<file path="src/rtl/spi_master_pkg.sv">
// Shared definitions for the SPI master: FSM state encodings, mode-3 idle
// levels and a counter-width helper.
package spi_master_pkg;

    localparam logic SCK_IDLE = 1'b1;
    localparam logic CS_IDLE  = 1'b1;

    typedef enum logic [2:0] {
        ST_IDLE     = 3'd0,
        ST_SETUP    = 3'd1,
        ST_SHIFT_LO = 3'd2,
        ST_SHIFT_HI = 3'd3,
        ST_HOLD     = 3'd4,
        ST_GAP      = 3'd5
    } spi_state_t;

    // Width of a counter that has to hold values 0..n-1 (never narrower than one bit).
    function automatic int cntWidth(input int n);
        return (n < 3) ? 1 : $clog2(n);
    endfunction

endpackage

</file>
<file path="src/rtl/spi_master_tick.sv">
// Phase timer: counts CLK_DIV clocks per FSM phase and flags the last one.
// Held at zero while i_clear is high so every frame starts from a fresh phase.
module spi_master_tick
    import spi_master_pkg::*;
#(
    parameter int CLK_DIV = 4
) (
    input  logic clk_in,
    input  logic reset_n_in,
    input  logic i_clear,
    output logic o_phase_end
);

    localparam int CW = cntWidth(CLK_DIV);
    localparam logic [CW-1:0] LAST = CW'(CLK_DIV - 1);

    logic [CW-1:0] r_count;

    assign o_phase_end = !i_clear && (r_count == LAST);

    always_ff @(posedge clk_in or negedge reset_n_in) begin
        if (!reset_n_in) begin
            r_count <= '0;
        end else if (i_clear || o_phase_end) begin
            r_count <= '0;
        end else begin
            r_count <= r_count + 1'b1;
        end
    end

endmodule

</file>
<file path="src/rtl/spi_master.sv">
// Mode-3 SPI master: sends a SIZE-bit datagram MSB-first with CS setup/hold/gap
// phases and returns the word captured from MISO with a one-cycle done pulse.
module spi_master
    import spi_master_pkg::*;
#(
    parameter int SIZE    = 40,
    parameter int CLK_DIV = 4
) (
    input  logic            clk_in,
    input  logic            reset_n_in,
    input  logic [SIZE-1:0] data_in,
    input  logic            start_in,
    input  logic            miso_in,
    output logic [SIZE-1:0] r_data_out,
    output logic            r_busy_out,
    output logic            r_done_out,
    output logic            r_sck_out,
    output logic            r_cs_n_out,
    output logic            r_mosi_out
);

    localparam int BW = $clog2(SIZE + 1);

    spi_state_t      r_state;
    spi_state_t      w_nextState;
    logic [SIZE-2:0] r_txShift;
    logic [SIZE-2:0] w_txShift;
    logic [SIZE-1:0] r_rxShift;
    logic [SIZE-1:0] w_rxShift;
    logic [BW-1:0]   r_bitCnt;
    logic [BW-1:0]   w_bitCnt;
    logic [SIZE-1:0] w_dataOut;
    logic            w_busy;
    logic            w_done;
    logic            w_sck;
    logic            w_csN;
    logic            w_mosi;
    logic            w_phaseEnd;

    spi_master_tick #(
        .CLK_DIV (CLK_DIV)
    ) u_tick (
        .clk_in      (clk_in),
        .reset_n_in  (reset_n_in),
        .i_clear     (r_state == ST_IDLE),
        .o_phase_end (w_phaseEnd)
    );

    // The MSB goes straight to MOSI at start; r_txShift holds only the bits still to send.
    always_comb begin
        w_nextState = r_state;
        w_txShift   = r_txShift;
        w_rxShift   = r_rxShift;
        w_bitCnt    = r_bitCnt;
        w_dataOut   = r_data_out;
        w_busy      = r_busy_out;
        w_done      = 1'b0;
        w_sck       = r_sck_out;
        w_csN       = r_cs_n_out;
        w_mosi      = r_mosi_out;

        case (r_state)
            ST_IDLE: begin
                if (start_in) begin
                    w_nextState = ST_SETUP;
                    w_txShift   = data_in[SIZE-2:0];
                    w_mosi      = data_in[SIZE-1];
                    w_csN       = 1'b0;
                    w_busy      = 1'b1;
                    w_bitCnt    = '0;
                end
            end
            ST_SETUP: begin
                if (w_phaseEnd) begin
                    w_nextState = ST_SHIFT_LO;
                    w_sck       = 1'b0;
                end
            end
            ST_SHIFT_LO: begin
                if (w_phaseEnd) begin
                    w_nextState = ST_SHIFT_HI;
                    w_sck       = 1'b1;
                    w_rxShift   = {r_rxShift[SIZE-2:0], miso_in};
                    w_bitCnt    = r_bitCnt + 1'b1;
                end
            end
            ST_SHIFT_HI: begin
                if (w_phaseEnd) begin
                    if (r_bitCnt < BW'(SIZE)) begin
                        w_nextState = ST_SHIFT_LO;
                        w_sck       = 1'b0;
                        w_mosi      = r_txShift[SIZE-2];
                        w_txShift   = r_txShift << 1;
                    end else begin
                        w_nextState = ST_HOLD;
                    end
                end
            end
            ST_HOLD: begin
                if (w_phaseEnd) begin
                    w_nextState = ST_GAP;
                    w_csN       = CS_IDLE;
                    w_mosi      = 1'b0;
                    w_dataOut   = r_rxShift;
                    w_done      = 1'b1;
                end
            end
            ST_GAP: begin
                if (w_phaseEnd) begin
                    w_nextState = ST_IDLE;
                    w_busy      = 1'b0;
                end
            end
            default: begin
                w_nextState = ST_IDLE;
            end
        endcase
    end

    always_ff @(posedge clk_in or negedge reset_n_in) begin
        if (!reset_n_in) begin
            r_state    <= ST_IDLE;
            r_txShift  <= '0;
            r_rxShift  <= '0;
            r_bitCnt   <= '0;
            r_data_out <= '0;
            r_busy_out <= 1'b0;
            r_done_out <= 1'b0;
            r_sck_out  <= SCK_IDLE;
            r_cs_n_out <= CS_IDLE;
            r_mosi_out <= 1'b0;
        end else begin
            r_state    <= w_nextState;
            r_txShift  <= w_txShift;
            r_rxShift  <= w_rxShift;
            r_bitCnt   <= w_bitCnt;
            r_data_out <= w_dataOut;
            r_busy_out <= w_busy;
            r_done_out <= w_done;
            r_sck_out  <= w_sck;
            r_cs_n_out <= w_csN;
            r_mosi_out <= w_mosi;
        end
    end

endmodule

</file>
<file path="config.mk">
export PLATFORM = sky130hd
export DESIGN_NAME = spi_master
export DESIGN_NICKNAME = d
export VERILOG_FILES = /design/src/rtl/spi_master_pkg.sv /design/src/rtl/spi_master_tick.sv /design/src/rtl/spi_master.sv
export SDC_FILE = /design/constraint.sdc
export NUM_CORES = 1
export LEC_CHECK = 0
export BUFFER_PORTS_ARGS = -buffer_cell sky130_fd_sc_hd__buf_2
export CAP_MARGIN = 0
export CORE_ASPECT_RATIO = 1.4
export CORE_MARGIN = 4
export CORE_UTILIZATION = 40
export CTS_BUF_LIST = sky130_fd_sc_hd__clkbuf_16
export CTS_CLUSTER_DIAMETER = 80
export DETAILED_ROUTE_END_ITERATION = 12
export SLEW_MARGIN = 20
export SYNTH_ARGS = -nofsm -noshare
export SYNTH_HDL_FRONTEND = slang
export SYNTH_SLANG_ARGS = --single-unit
</file>
<file path="constraint.sdc">
create_clock -name clk_in -period 3.19 [get_ports clk_in]
set_input_delay 0.319 -clock clk_in [delete_from_list [all_inputs] [get_ports clk_in]]
set_output_delay 0.319 -clock clk_in [all_outputs]
set_load 0.05 [all_outputs]
</file>
==> impl_metrics.toml <==
[outcome]
run_status = "complete, no violations"

[clock_tree]
clk_pin_slew_ps = 60
clk_path_buf_depth = 2
cts_buffers = 17
post_cts_buffers = 0
cts-root-buf = "clkbuf_16"
clk_latency_ps = 410
cts_tree = "built"
htreeDepth = 4
cts_resized = 0
clock-sinks = 135
ctsHoldBuffers = 1

[sta]
min_period_ps = 2242
hold_violations = 0
fin_worst_skew_ps = 11.23
fin_tns_setup_ps = 0
setup_viol = 0
max_freq_mhz = 445.9
slew_headroom_pct = 55.01
tightestPinTransition_ps = 674.9
hold_slack_ps = 144.3
drv_slew = 0
finalCritPeriodShare_pct = 70.30
layout_setup_ws_ps = 947.5
grt_setup_unrepaired = "false"

[routing]
drtIter0Drc = 103
routed_wl_um = 9933
vias_per_cell = 4.897
antenna_left = 0
wire_per_inst_um = 14.61
first_pass_iters = 4
routed-via-count = 3330
drc_errors = 0

[power_and_ir_drop]
pwr-share-clk_pct = 32.8
swShare_pct = 27.03
internal_power_mw = 3.941
p_sw_mw = 1.460
power.leakage_nw = 3.478
p_seq_share_pct = 41.9
power_density_nw_per_um2 = 778.0
combPwrFrac_pct = 25.3
ir_drop_v = 0.0003122

[floorplanning]
die_height_um = 150.7
die_x_um = 110.0
fp-row-count = 51
boundaryPins = 89
core_area_um2 = 14100
dieArea_um2 = 16570
initial_core_util_pct = 41.27

[place]
pre_cts_ws_ps = 965.1
numPortBuffers = 88
dp_hpwl_um = 6308
gp_congestion = 0.6834
dpl_cell_area_um2 = 6391

[synthesis]
syn-num-nets = 441
async_flop_share_pct = 100.0
yosys-top-cells-area = "dfrtp_1, mux2_2, mux2_4"
synth_top_cell_area_share_pct = 57.18
synth_common_cells = "mux2_2, dfrtp_1, buf_2, nand2_1, nor2_1"
ys.warnings.count = 0
synth-seq-area-share_pct = 58.08
synth_most_common_cell = "mux2_2"
ys_ff_latch = 135
synth_edf_count = 0
ys_types = 41
synth_area_leader_cell = "dfrtp_1"
synthCells = 395
synth_ff_type = "dfrtp_1"
avgSynthCellArea_um2 = 14.74
syn_area_um2 = 5821

[setup_path]
critPathMaxFanout = 37
setup.worst_path.class = "flop to flop"
arrival_ps = 2530
critPathRequiredTime_ps = 3470
rr_worst_depth = 4
cp-start-kind = "flop"
endpoint_kind = "flop"

[global_routing]
use_met2_pct = 21.48
antenna_found_initial = 0
use_met3_pct = 3.818
grt_util_met1_pct = 15.44
grt_pass1_wl_um = 16880
grt-busiest-layer = "met2"
grt-ovfl-total = 0
grt_max_degree = 74
grt_pass1_vias = 3602
track_usage_pct = 13.00

[layout]
area.growth.synth_to_final_pct = 19.26
seq_area_um2 = 3381
layout.nets = 529
antennaDiodeCount = 0
layout-drive-gt1-share_pct = 57.37
final_area_um2 = 6942
fill_cells = 1288
multi_input_area_um2 = 2271

[run]
max-cap-violations = 0

[worst_hold_path]
min_path_cells = 2
hold_path_class = "primary input to flop"
## worst paths after layout
check                             startpoint                end  slack, ps
setup reg to reg                  r_state[2]      r_txShift[27]        950
max in group asynchronous         reset_n_in         r_cs_n_out       1900
setup / recovery                  r_state[2]      r_txShift[27]        950
min in group asynchronous         reset_n_in       r_txShift[3]        490
hold / removal                       miso_in       r_rxShift[0]        140
hold reg to reg            u_tick.r_count[0]  u_tick.r_count[0]        440
## registers in the layout, indices dropped and copies added (netlist names)
signal	cells
r_done_out	1
r_state	3
r_sck_out	1
r_cs_n_out	1
r_txShift	39
u_tick.r_count	2
r_bitCnt	6
r_rxShift	40
r_busy_out	1
r_mosi_out	1
r_data_out	40
## stage by stage
step / power, mW / util [%] / instances
finish: 5.401 / 49.22 / 680
floorplan: 3.479 / - / 395
global placement: 3.630 / 45.32 / 648
global route: 5.732 / 49.22 / 680
CTS: 5.488 / 49.22 / 680
detailed placement: 3.680 / 45.32 / 648
## layout make-up
class,count,area share (%)
sequential,135,48.70
clock buffer,17,6.128
clock inverter,14,1.658
multi-input combinational,232,32.71
tap,185,3.335
inverter,3,0.1622
timing repair buffer,94,7.300
## per-layer routing
metal  part of all wire (%)  up-vias
met3                    5.3       12
met5                      0        -
met2                     50       67
met1                     43     1676
li1                       -     1575
met4                    1.6        0
## cells in the final DEF (no fill, tap or decap), drive strengths merged, types with 3 or more instances in the layout
cell    synthesis  layout
nand2          12      12
nor3            4       4
inv             3       5
dfrtp         133     133
a21oi           5       5
clkinv          0       9
nand3b          5       5
buf            24      93
nand3           3       3
mux2          156     156
clkbuf          1      17
nor2           11      11
o21ai           7       7
nor3b           3       3
## worst max-delay path: stages, from the launching register on
cell and delay, ps:
dfrtp_1 620, and3b_4 430, buf_4 410, mux2_2 380, mux2_2 260
## power by group through the flow
stage               sequential [mW]  clock [mW]  combinational, mW
finish                         2.26        1.77               1.37
global route                   2.30        1.92               1.51
CTS                            2.26        1.83               1.39
detailed placement             2.29           0               1.39
global placement               2.28           0               1.35
floorplan                      2.25           0               1.23
## kinds of logic after synthesis
| logic type | synth area share (%) |
|---|---|
| AO/OA/AOI/OAI | 2.171 |
| multiplexers | 31.10 |
| adder cells (fa/ha/maj) | 0.4299 |
| buffers and inverters | 3.181 |
| flip-flops | 58.08 |
| AND/OR/NAND/NOR | 4.579 |
| XOR/XNOR | 0.4515 |
Power figures use the tool's default switching activity.
